`src/rtl/mc_pkg.sv`:
```
// Shared flit layout, FSM encoding and request record for the multicast injector.
package mc_pkg;
    localparam int DATASIZE = 30;
    localparam int HDR_MSB  = 29;
    localparam int HDR_LSB  = 25;
    localparam int DST_MSB  = 24;
    localparam int DST_LSB  = 9;
    localparam int PAY_MSB  = 8;
    localparam int PAY_LSB  = 1;
    localparam int VLD_BIT  = 0;

    typedef enum logic {
        IDLE = 1'b0,
        SEND = 1'b1
    } inj_state_e;

    // Field order matches flit_out[29:1] so a FIFO entry maps straight onto the flit.
    typedef struct packed {
        logic [4:0]  hdr;
        logic [15:0] dst;
        logic [7:0]  pay;
    } mc_req_t;
endpackage

```
`src/rtl/mc_sync_fifo.sv`:
```
// Single-clock request FIFO with occupancy count; read data is the head entry.
module mc_sync_fifo
    import mc_pkg::*;
#(
    parameter int DEPTH = 4,
    parameter int WIDTH = 2
) (
    input  logic             rc_clk,
    input  logic             rst_n,
    input  logic             push,
    input  logic             pop,
    input  mc_req_t          wr_data,
    output mc_req_t          rd_data,
    output logic             full,
    output logic             empty,
    output logic [WIDTH:0]   count
);
    mc_req_t          mem [DEPTH];
    logic [WIDTH-1:0] wr_ptr, rd_ptr;

    // Storage is not reset; pointers and count define what is valid.
    always_ff @(posedge rc_clk) begin
        if (push) mem[wr_ptr] <= wr_data;
    end

    always_ff @(posedge rc_clk or negedge rst_n) begin
        if (!rst_n) begin
            wr_ptr <= '0;
            rd_ptr <= '0;
            count  <= '0;
        end else begin
            if (push) wr_ptr <= wr_ptr + 1'b1;
            if (pop)  rd_ptr <= rd_ptr + 1'b1;
            case ({push, pop})
                2'b10:   count <= count + 1'b1;
                2'b01:   count <= count - 1'b1;
                default: ;
            endcase
        end
    end

    assign rd_data = mem[rd_ptr];
    assign full    = (count == (WIDTH+1)'(DEPTH));
    assign empty   = (count == '0);
endmodule

```
`src/rtl/mc_flit_injector.sv`:
```
// Source-side multicast injector: buffers host requests, drops empty bitmaps,
// and presents packed flits to route computation under rc_ready backpressure.
module mc_flit_injector #(
    parameter int DEPTH     = 4,
    parameter int WIDTH     = 2,
    parameter int DATASIZE  = 30,
    parameter int router_ID = 6
) (
    input  logic                rc_clk,
    input  logic                rst_n,
    input  logic                req_valid,
    output logic                req_ready,
    input  logic [4:0]          req_hdr,
    input  logic [15:0]         req_dst_list,
    input  logic [7:0]          req_payload,
    output logic [DATASIZE-1:0] flit_out,
    output logic                flit_valid,
    input  logic                rc_ready,
    output logic [WIDTH:0]      fifo_count,
    output logic [7:0]          drop_cnt,
    output logic [15:0]         sent_cnt
);
    import mc_pkg::*;

    if (DEPTH != 2**WIDTH || DATASIZE != 30 || router_ID < 0) begin : g_bad_cfg
        $error("mc_flit_injector: unsupported DEPTH/WIDTH/DATASIZE/router_ID");
    end

    inj_state_e state, state_nxt;
    mc_req_t    wr_req, rd_req;
    logic       fifo_full, fifo_empty;
    logic       rdy_en, accept, drop, push, pop, xfer;

    assign wr_req  = '{hdr: req_hdr, dst: req_dst_list, pay: req_payload};
    // Held low through reset and for the first edge after release.
    assign req_ready = rdy_en && !fifo_full;
    assign accept  = req_valid && req_ready;
    assign drop    = accept && (req_dst_list == '0);
    assign push    = accept && (req_dst_list != '0);
    assign xfer    = flit_valid && rc_ready;

    mc_sync_fifo #(.DEPTH(DEPTH), .WIDTH(WIDTH)) u_fifo (
        .rc_clk  (rc_clk),
        .rst_n   (rst_n),
        .push    (push),
        .pop     (pop),
        .wr_data (wr_req),
        .rd_data (rd_req),
        .full    (fifo_full),
        .empty   (fifo_empty),
        .count   (fifo_count)
    );

    always_ff @(posedge rc_clk or negedge rst_n) begin
        if (!rst_n) state <= IDLE;
        else        state <= state_nxt;
    end

    always_comb begin
        state_nxt = state;
        pop       = 1'b0;
        case (state)
            IDLE: if (!fifo_empty) begin
                pop       = 1'b1;
                state_nxt = SEND;
            end
            SEND: if (xfer) begin
                if (!fifo_empty) pop = 1'b1;
                else             state_nxt = IDLE;
            end
            default: state_nxt = IDLE;
        endcase
    end

    // Only the valid bit is cleared on drain; payload bits keep their last value.
    always_ff @(posedge rc_clk or negedge rst_n) begin
        if (!rst_n) begin
            flit_out <= '0;
            rdy_en   <= 1'b0;
            drop_cnt <= '0;
            sent_cnt <= '0;
        end else begin
            rdy_en <= 1'b1;
            if (pop)                        flit_out <= {rd_req, 1'b1};
            else if (state == SEND && xfer) flit_out[VLD_BIT] <= 1'b0;
            if (drop && drop_cnt != 8'hFF)  drop_cnt <= drop_cnt + 1'b1;
            if (xfer)                       sent_cnt <= sent_cnt + 1'b1;
        end
    end

    assign flit_valid = flit_out[VLD_BIT];
endmodule

```
`config.mk`:
```
export PLATFORM = sky130hd
export DESIGN_NAME = mc_flit_injector
export DESIGN_NICKNAME = d
export VERILOG_FILES = /design/src/rtl/mc_pkg.sv /design/src/rtl/mc_sync_fifo.sv /design/src/rtl/mc_flit_injector.sv
export SDC_FILE = /design/constraint.sdc
export NUM_CORES = 1
export LEC_CHECK = 0
export ABC_AREA = 1
export BUFFER_PORTS_ARGS = -buffer_cell sky130_fd_sc_hd__buf_2
export CAP_MARGIN = 5
export CORE_UTILIZATION = 40
export CTS_BUF_LIST = sky130_fd_sc_hd__clkbuf_4 sky130_fd_sc_hd__clkbuf_8 sky130_fd_sc_hd__clkbuf_16
export DETAILED_ROUTE_END_ITERATION = 8
export MAX_ROUTING_LAYER = met4
export SLEW_MARGIN = 10
export SYNTH_ARGS = -nofsm -noshare
export SYNTH_HDL_FRONTEND = slang
export SYNTH_HIERARCHICAL = 1
export SYNTH_SLANG_ARGS = --single-unit
```
`constraint.sdc`:
```
create_clock -name rc_clk -period 2.3 [get_ports rc_clk]
set_input_delay 0.69 -clock rc_clk [delete_from_list [all_inputs] [get_ports rc_clk]]
set_output_delay 0.69 -clock rc_clk [all_outputs]
set_load 0.05 [all_outputs]
```
==> results of run 1 <==
-- logic make-up after synthesis --
family | Yosys count | synth area share [%]
simple gates | 301 | 16.4
flops | 179 | 66.0
other cells | 1 | 0.0489
compound gates | 64 | 7.52
fa+ha+maj | 8 | 1.40
buf+inv | 114 | 6.43
xor+xnor | 20 | 2.28
-- critical path, delay by kind of cell, from the launching register on --
kind	cells	cell delay, ns
buffers and inverters	1	0.21
and+or+nand+nor	2	0.30
DFF	1	0.44
-- power by group through the flow --
stage	sequential, mW	combinational (mW)	clock (mW)
floorplan	5.39	1.96	0
global placement	4.52	3.73	0
detailed placement	4.52	3.77	0
CTS	4.46	3.78	3.17
global route	4.53	4.08	3.30
finish	4.45	3.72	3.11
-- cell type report --
type,count,area share [%]
Timing Repair Buffer,128,8.61
Sequential cell,179,54.7
Multi-Input combinational cell,394,23.0
Tap cell,234,3.16
Clock buffer,17,4.59
Clock inverter,15,2.27
Inverter,87,3.69
-- per-stage QoR --
stage          util, %  power (mW)  setup WS, ns
3_3_place_gp      46.0        8.25       -0.0583
3_5_place_dp      46.0        8.29       -0.0797
5_1_grt           49.4        11.9         0.163
2_1_floorplan        -        7.35        0.0137
4_1_cts           49.4        11.4         0.213
6_report          49.4        11.3         0.241
-- layer usage --
layer,GRT usage (%),share of wire [%],up-vias
li1,-,-,2494
met1,21.0,46,2301
met2,26.8,49,71
met3,3.69,3.6,12
met4,5.49,1.2,0
met5,-,0,-
-- registers in the layout, indices dropped and copies added, names as in the netlist --
name           flops
drop_cnt           8
u_fifo/count       3
u_fifo/wr_ptr      2
u_fifo/rd_ptr      2
rdy_en             1
flit_out          30
sent_cnt          16
state              1
u_fifo/mem       116
-- final timing paths --
check,from,endpoint,slack (ns),cells after the start
setup / recovery,u_fifo/count[0],req_ready,0.24,3
hold / removal,rst_n,flit_out[26],0.20,1
setup reg to reg,u_fifo/count[0],u_fifo/count[2],0.34,12
hold reg to reg,sent_cnt[15],sent_cnt[15],0.46,1
max in group asynchronous,rst_n,u_fifo/count[1],1.54,2
min in group rc_clk,sent_cnt[15],sent_cnt[15],0.46,1
-- layout by cell type (no fill, tap or decap), types with 6 or more instances in the layout --
master	Yosys	routed
buf_2	16	90
buf_4	4	33
clkbuf_16	0	17
dfrtp_1	63	59
edfxtp_1	116	116
ha_1	7	7
inv_1	84	79
nand2_1	244	243
nand3_1	14	14
nand4_1	6	6
nor2_1	17	16
o211ai_1	38	38
o211ai_2	20	20
xnor2_1	11	11
xor2_1	9	9
==> results.toml, run 1 <==
[status]
status = "finished, final reports clean"

[pwr]
swShare_pct = 37.7
leakage_nw = 4.20
seq_power_share_pct = 39.5
comb_power_share_pct = 33.0
clkPwrFrac_pct = 27.6
p_int_mw = 7.02
peakVddDrop_v = 0.000623
switching_power_mw = 4.25
power.density_nw_per_um2 = 1220

[clocking]
cts_tree = "done"
ctsHoldBuffers = 0
insertion_delay_ns = 0.43
clk_pin_slew_worst_paths_ns = 0.06
cts_buffers = 17
clock_sinks = 179
cts_resized = 0
cts_max_level = 4
postCtsSetupBuffers = 0
clock-root-buffer = "clkbuf_16"
cts_max_path_buffers = 2

[floorplanning]
die_y_um = 140
die_w_um = 140
coreArea_sq_um = 18800
fp.dieArea_sq_um = 19700
rows = 50
io_pins = 92
start_util_pct = 40.9

[route]
drt-initial-drc-count = 242
drtAntennaViolNets = 0
drcViolationCount = 0
avgViaCountPerCell = 4.63
firstDrtPassIters = 4
wirelength_um = 15000
post_drt_wl_per_cell_um = 14.2
num_vias = 4878

[yosys]
syn-num-nets = 728
synth_cell_types = 32
synthTopCellsByArea = "edfxtp_1 (45%), dfrtp_1 (21%), nand2_1 (12%)"
syn_area_sq_um = 7670
async_flop_share_pct = 35.2
synthFlopType = "edfxtp_1"
netlist_instances = 687
synth_edf_count = 116
netlist.area_leader.share_pct = 45.4
yosysTopAreaCell = "edfxtp_1"
avgSynthCellArea_sq_um = 11.2
ys_seq_area_share_pct = 66.0
synthTopCellsByCount = "nand2_1 (244), edfxtp_1 (116), inv_1 (84)"
synth.most_common_cell = "nand2_1"
synth_warnings = 6
ys_ff_latch = 179

[placement]
gp_congestion = 0.763
dpl.cell_count = 1022
dpl.hpwl_um = 9740
dpl_cell_area_sq_um = 8630
port_buffers = 91

[sta]
rsz0062_at_grt = "no"
fin_tns_setup_ns = 0
finalCritPeriodShare_pct = 89.5
finClkSkew_ns = 0.0130
relSlewSlack_pct = 63.5
fin_crit_ns = 2.06
fmax_mhz = 486
worstMarginPinSlew_ns = 0.548
holdWs_ns = 0.200
setup_violations = 0
drv_slew = 0
hold_violations = 0

[global_route]
grt_max_degree = 50
grt_pass1_vias = 4668
overflow = 0
track_usage_pct = 16.7
antenna_found_initial = 0
grt_pass1_wl_um = 24400

[layout]
instances_no_fill = 1054
ff_latch_area_sq_um = 5070
fin_nets = 848
syn_to_final_growth_pct = 20.8
stdcell_area_sq_um = 9270
drive_gt1_share_pct = 25.2
fillers = 1715
multi_input_area_sq_um = 2130
n_antenna_cell = 0

[worst_hold_path]
worst_hold_path_type = "in2async"

[critical_path]
endpoint_kind = "output port"
cp.required_ns = 1.61
cp_cell_sequence = "nor3_2 > nor2_4 > buf_2"
crit_path_top_delay_cell = "dfrtp_2"
path_class = "reg2out"
cp_max_fo = 5
critPathMaxStageDelay_ns = 0.44
crit_arrival_ns = 1.37
worstSetupStartpointType = "flip-flop"

[flow_run]
drv_cap = 0
Power figures use the tool's default switching activity.
==> inputs of run 2 (changes only) <==
--- a/config.mk
+++ b/config.mk
@@ -11,6 +11,7 @@
 export CORE_UTILIZATION = 40
 export CTS_BUF_LIST = sky130_fd_sc_hd__clkbuf_4 sky130_fd_sc_hd__clkbuf_8 sky130_fd_sc_hd__clkbuf_16
 export DETAILED_ROUTE_END_ITERATION = 8
+export GPL_TIMING_DRIVEN = 0
 export MAX_ROUTING_LAYER = met4
 export SLEW_MARGIN = 10
 export SYNTH_ARGS = -nofsm -noshare
==> run 2 against run 1 <==
  * Global-route usage grew 1.6 points
  * Combinational power is 9.4% higher
  * Register-to-register slack got worse by 0.18 ns
  * Final cell count fell by 0.28%
  * Core utilization down 0.69 points
  * Count of clock-buffer cells in the layout increased by 3
  * Critical path type is now in2reg
  * Largest power group unchanged
==> results.toml, run 2 (same netlist as run 1, synthesis figures left out) <==
[layout]
final_util_pct = 48.7
final_common_cell = "nand2_1"
syn_to_final_growth_pct = 19.1
final_cell_mix = "nand2_1 (243), edfxtp_1 (116), buf_2 (106), inv_1 (79), dfrtp_1 (60)"
drive_gt1_share_pct = 24.8
stdcell_area_sq_um = 9140
fin_nets = 843
max_flop_register = "u_fifo/mem"
fillers = 1737
reg_top3 = "u_fifo/mem (116), flit_out (30), sent_cnt (16)"
largest_register_ffs = 116

[sta]
setup_violations = 0
rsz0062_at_grt = "no"
fmax_mhz = 458
hold_violations = 0
holdWs_ns = 0.134
worstMarginPinSlew_ns = 0.652
relSlewSlack_pct = 56.5
drv_slew = 0
fin_crit_ns = 2.18
finClkSkew_ns = 0.0122
finalCritPeriodShare_pct = 94.9

[critical_path]
crit_arrival_ns = 2.22
endpoint_kind = "flip-flop"
r2r_start = "u_fifo/count[0]"
reg2reg_slack_ns = 0.16
path_class = "in2reg"
reg2regPathDepth = 7
worstSetupStartpointType = "primary input"
cp.required_ns = 2.33
rr_endpoint = "u_fifo/mem[3][16]"
cp_max_fo = 14

[pwr]
swShare_pct = 39.2
clkPwrFrac_pct = 26.2
power.density_nw_per_um2 = 1240
peakVddDrop_v = 0.000635
p_int_mw = 6.90
comb_power_share_pct = 35.8
switching_power_mw = 4.45
seq_power_share_pct = 37.9
leakage_nw = 4.12

[clocking]
cts_buffers = 17
cts_max_level = 4
cts_max_path_buffers = 2
cts_tree = "done"
insertion_delay_ns = 0.42
clock-root-buffer = "clkbuf_16"
clk_pin_slew_worst_paths_ns = 0.06
clock_sinks = 179
postCtsSetupBuffers = 0
ctsHoldBuffers = 0

[global_route]
antenna_found_initial = 2
grt_pass1_vias = 4855
grt_max_degree = 47
grt_pass1_wl_um = 26100
overflow = 0
track_usage_pct = 18.3

[route]
firstDrtPassIters = 4
num_vias = 5040
post_drt_wl_per_cell_um = 15.8
drcViolationCount = 0
wirelength_um = 16600
drtAntennaViolNets = 0
avgViaCountPerCell = 4.80
drt-initial-drc-count = 343

[floorplanning]
io_pins = 92
die_y_um = 140
coreArea_sq_um = 18800
fp.dieArea_sq_um = 19700
rows = 50
start_util_pct = 40.9
die_w_um = 140

[worst_hold_path]
worst_hold_path_type = "in2async"

[placement]
dpl_cell_area_sq_um = 8490
dpl.hpwl_um = 10300
gp_congestion = 0.766
port_buffers = 91

[status]
status = "finished, final reports clean"

[flow_run]
drv_cap = 0
run 2: worst max-delay path by stage:
stage | end | slack [ns] | from | cells after the start
CTS | u_fifo/mem[1][5] | 0.07 | req_dst_list[7] | 8
floorplan | u_fifo/count[1] | 0.01 | u_fifo/count[2] | 11
finish | u_fifo/mem[3][16] | 0.12 | req_dst_list[13] | 8
detailed placement | u_fifo/mem[1][28] | -0.62 | req_dst_list[7] | 8
global placement | u_fifo/mem[0][2] | -0.58 | req_dst_list[7] | 8
global route | u_fifo/count[2] | 0.008 | req_dst_list[11] | 14
run 2: worst max-delay path, cell delays in order:
cell and delay [ns]:
buf_2 0.13, nor2_1 0.14, nand2_1 0.08, nor2_2 0.22, a21oi_1 0.10, clkbuf_4 0.18, nand2_1 0.21, clkinvlp_4 0.45
run 2: power groups by stage:
stage               Clock, mW  Combinational, mW  Sequential, mW
detailed placement          0               4.08            4.37
finish                   2.98               4.07            4.30
global route             3.15               4.41            4.37
CTS                      3.03               4.12            4.31
floorplan                   0               1.96            5.39
global placement            0               4.03            4.36
run 2: final cells by class:
class	count	area, sq um	area share [%]
Antenna cell	2	5.00	0.0548
Timing Repair inverter	4	30.0	0.329
Multi-Input combinational cell	394	2140	23.4
Clock buffer	20	454	4.97
Clock inverter	12	158	1.73
Timing Repair Buffer	92	485	5.31
Inverter	87	342	3.74
Tap cell	234	293	3.20
Buffer	27	170	1.86
Sequential cell	179	5060	55.4
run 2: stage by stage:
stage	total power [mW]	setup slack [ns]	setup TNS, ns	std cells
finish	11.3	0.117	0	1051
global route	11.9	0.00816	0	1051
CTS	11.5	0.0682	0	1049
detailed placement	8.46	-0.615	-67.97	1013
global placement	8.39	-0.577	-65.30	1012
floorplan	7.35	0.0137	0	687
run 2: routing by layer:
layer | share of wire [%] | wire, um | global-route usage, %
met1 | 44 | 7340 | 22.4
met2 | 50 | 8350 | 29.9
met3 | 3.7 | 607 | 4.24
met4 | 1.8 | 296 | 6.18
met5 | 0 | 0 | -
run 2: what timing repair did:
action | in CTS | in global routing
endpoints found under the setup margin | 116 | 1
resized for setup | 4 | 1
cloned | 4 | 0
==> inputs of run 3 (changes only) <==
--- a/config.mk
+++ b/config.mk
@@ -10,9 +10,11 @@
 export CAP_MARGIN = 5
 export CORE_UTILIZATION = 40
 export CTS_BUF_LIST = sky130_fd_sc_hd__clkbuf_4 sky130_fd_sc_hd__clkbuf_8 sky130_fd_sc_hd__clkbuf_16
+export CTS_CLUSTER_SIZE = 25
 export DETAILED_ROUTE_END_ITERATION = 8
 export GPL_TIMING_DRIVEN = 0
 export MAX_ROUTING_LAYER = met4
+export SETUP_SLACK_MARGIN = 0.2
 export SLEW_MARGIN = 10
 export SYNTH_ARGS = -nofsm -noshare
 export SYNTH_HDL_FRONTEND = slang
==> run 3 against run 2 <==
  * Clock power is 6% lower
  * Die area stayed put
  * Via count is 1.3% higher
  * Clock skew is 0.00065 ns higher
  * Combinational power is 3% higher
==> results.toml, run 3 (same netlist as run 1, synthesis figures left out) <==
[route]
wirelength_um = 16700
drcViolationCount = 0
num_vias = 5106
firstDrtPassIters = 4
drt-initial-drc-count = 234
avgViaCountPerCell = 4.77
drtAntennaViolNets = 0
post_drt_wl_per_cell_um = 15.6

[pwr]
peakVddDrop_v = 0.000671
leakage_nw = 4.21
power.density_nw_per_um2 = 1210

[layout]
largest_register_ffs = 116
syn_to_final_growth_pct = 21.4
stdcell_area_sq_um = 9310
final_common_cell = "nand2_1"
fillers = 1720
reg_top3 = "u_fifo/mem (116), flit_out (30), sent_cnt (16)"
max_flop_register = "u_fifo/mem"
final_util_pct = 49.6
drive_gt1_share_pct = 26.9
final_cell_mix = "nand2_1 (243), edfxtp_1 (116), buf_2 (105), inv_1 (77), dfrtp_1 (60)"
fin_nets = 862

[clocking]
clock_sinks = 179
insertion_delay_ns = 0.43
cts_max_level = 4
cts_buffers = 17
cts_tree = "done"
ctsHoldBuffers = 0
clock-root-buffer = "clkbuf_16"
cts_max_path_buffers = 2
clk_pin_slew_worst_paths_ns = 0.07

[global_route]
grt.busiest_layer = "met2"
gr-usage-met2_pct = 30.0
grt_pass1_vias = 4882
grt_max_degree = 34
grtUsageMet1_pct = 23.4
met3_usage_pct = 3.86
track_usage_pct = 18.6
grt_pass1_wl_um = 26400
antenna_found_initial = 3
overflow = 0

[critical_path]
path_class = "reg2out"
cp_cell_sequence = "inv_2 > nor3_4 > nor2_4 > buf_4"
crit_path_top_delay_cell = "dfrtp_2"
endpoint_kind = "output port"
cp_max_fo = 4
cp.required_ns = 1.61
critPathMaxStageDelay_ns = 0.39
crit_arrival_ns = 1.33
worstSetupStartpointType = "flip-flop"

[floorplanning]
rows = 50
coreArea_sq_um = 18800
die_y_um = 140
die_w_um = 140
start_util_pct = 40.9
io_pins = 92
fp.dieArea_sq_um = 19700

[sta]
holdWs_ns = 0.210
finClkSkew_ns = 0.0128
fin_crit_ns = 2.02
worstMarginPinSlew_ns = 0.603
drv_slew = 0
hold_violations = 0
rsz0062_at_grt = "no"
fmax_mhz = 496
relSlewSlack_pct = 59.8
finalCritPeriodShare_pct = 87.7
setup_slack_ns = 0.284
setup_violations = 0

[placement]
dpl.hpwl_um = 10100
dp_worst_setup_slack_ns = -0.559
gp_congestion = 0.772
dpl_cell_area_sq_um = 8500
port_buffers = 91

[flow_run]
drv_cap = 0

[worst_hold_path]
worst_hold_path_type = "in2async"

[status]
status = "finished, final reports clean"
[run 3: cell count changes in the layout (fill, tap and decap cells not counted), moves of 2 or more]
cell,before,now
buf_4,5,22
buf_12,0,4
clkinv_1,0,3
clkbuf_4,3,1
inv_1,79,77
inv_2,4,6
inv_6,0,2
nor2_1,16,14
[run 3: worst max-delay path, delay by kind of cell, from the launching register on]
| family | cells | cell delay (ns) |
|---|---|---|
| buf+inv | 2 | 0.25 |
| flops | 1 | 0.39 |
| simple gates | 2 | 0.26 |
[run 3: stage by stage]
step | setup TNS, ns | total power [mW] | instances
2_1_floorplan | 0 | 7.36 | 687
5_1_grt | 0 | 11.9 | 1071
3_3_place_gp | -57.24 | 8.42 | 1012
6_report | 0 | 11.3 | 1071
3_5_place_dp | -60.34 | 8.47 | 1013
4_1_cts | 0 | 11.4 | 1062
[run 3: routing by layer]
layer,part of all wire (%),vias to the layer above
li1,-,2534
met1,45,2458
met2,50,101
met3,3.9,13
met4,1.3,0
met5,0,-
[run 3: worst paths after layout]
path                            slack [ns]           endpoint       startpoint  cells after the start
worst max-delay path                  0.28          req_ready  u_fifo/count[2]                      4
worst min-delay path                  0.21       sent_cnt[11]            rst_n                      1
worst max register to register        0.31  u_fifo/mem[2][24]  u_fifo/count[2]                     10
worst min register to register        0.46       sent_cnt[15]     sent_cnt[15]                      1
max in group asynchronous             1.54    u_fifo/count[1]            rst_n                      2
min in group rc_clk                   0.46       sent_cnt[15]     sent_cnt[15]                      1
[run 3: area by class of cell]
| class | count | area [sq um] | share of cell area (%) |
|---|---|---|---|
| tap | 234 | 293 | 3.14 |
| inverter | 87 | 342 | 3.67 |
| antenna | 3 | 7.51 | 0.0806 |
| buffer | 27 | 174 | 1.87 |
| multi-input combinational | 394 | 2170 | 23.3 |
| timing repair inverter | 4 | 30.0 | 0.322 |
| clock buffer | 18 | 433 | 4.65 |
| timing repair buffer | 111 | 661 | 7.09 |
| clock inverter | 14 | 136 | 1.46 |
| sequential | 179 | 5060 | 54.4 |
[run 3: timing repair]
item	in CTS	in global routing
buffers inserted	13	6
gates resized for setup	4	8
gates cloned	4	0
pin swaps	0	3
setup endpoints to repair	116	3
[run 3: where the power goes]
group / internal [mW] / leakage [nW] / total [mW] / switching (mW)
registers: 4.01 / 1.85 / 4.29 / 0.278
clock network: 1.60 / 0.276 / 2.80 / 1.20
logic: 1.21 / 2.08 / 4.19 / 2.98
total: 6.83 / 4.21 / 11.3 / 4.46
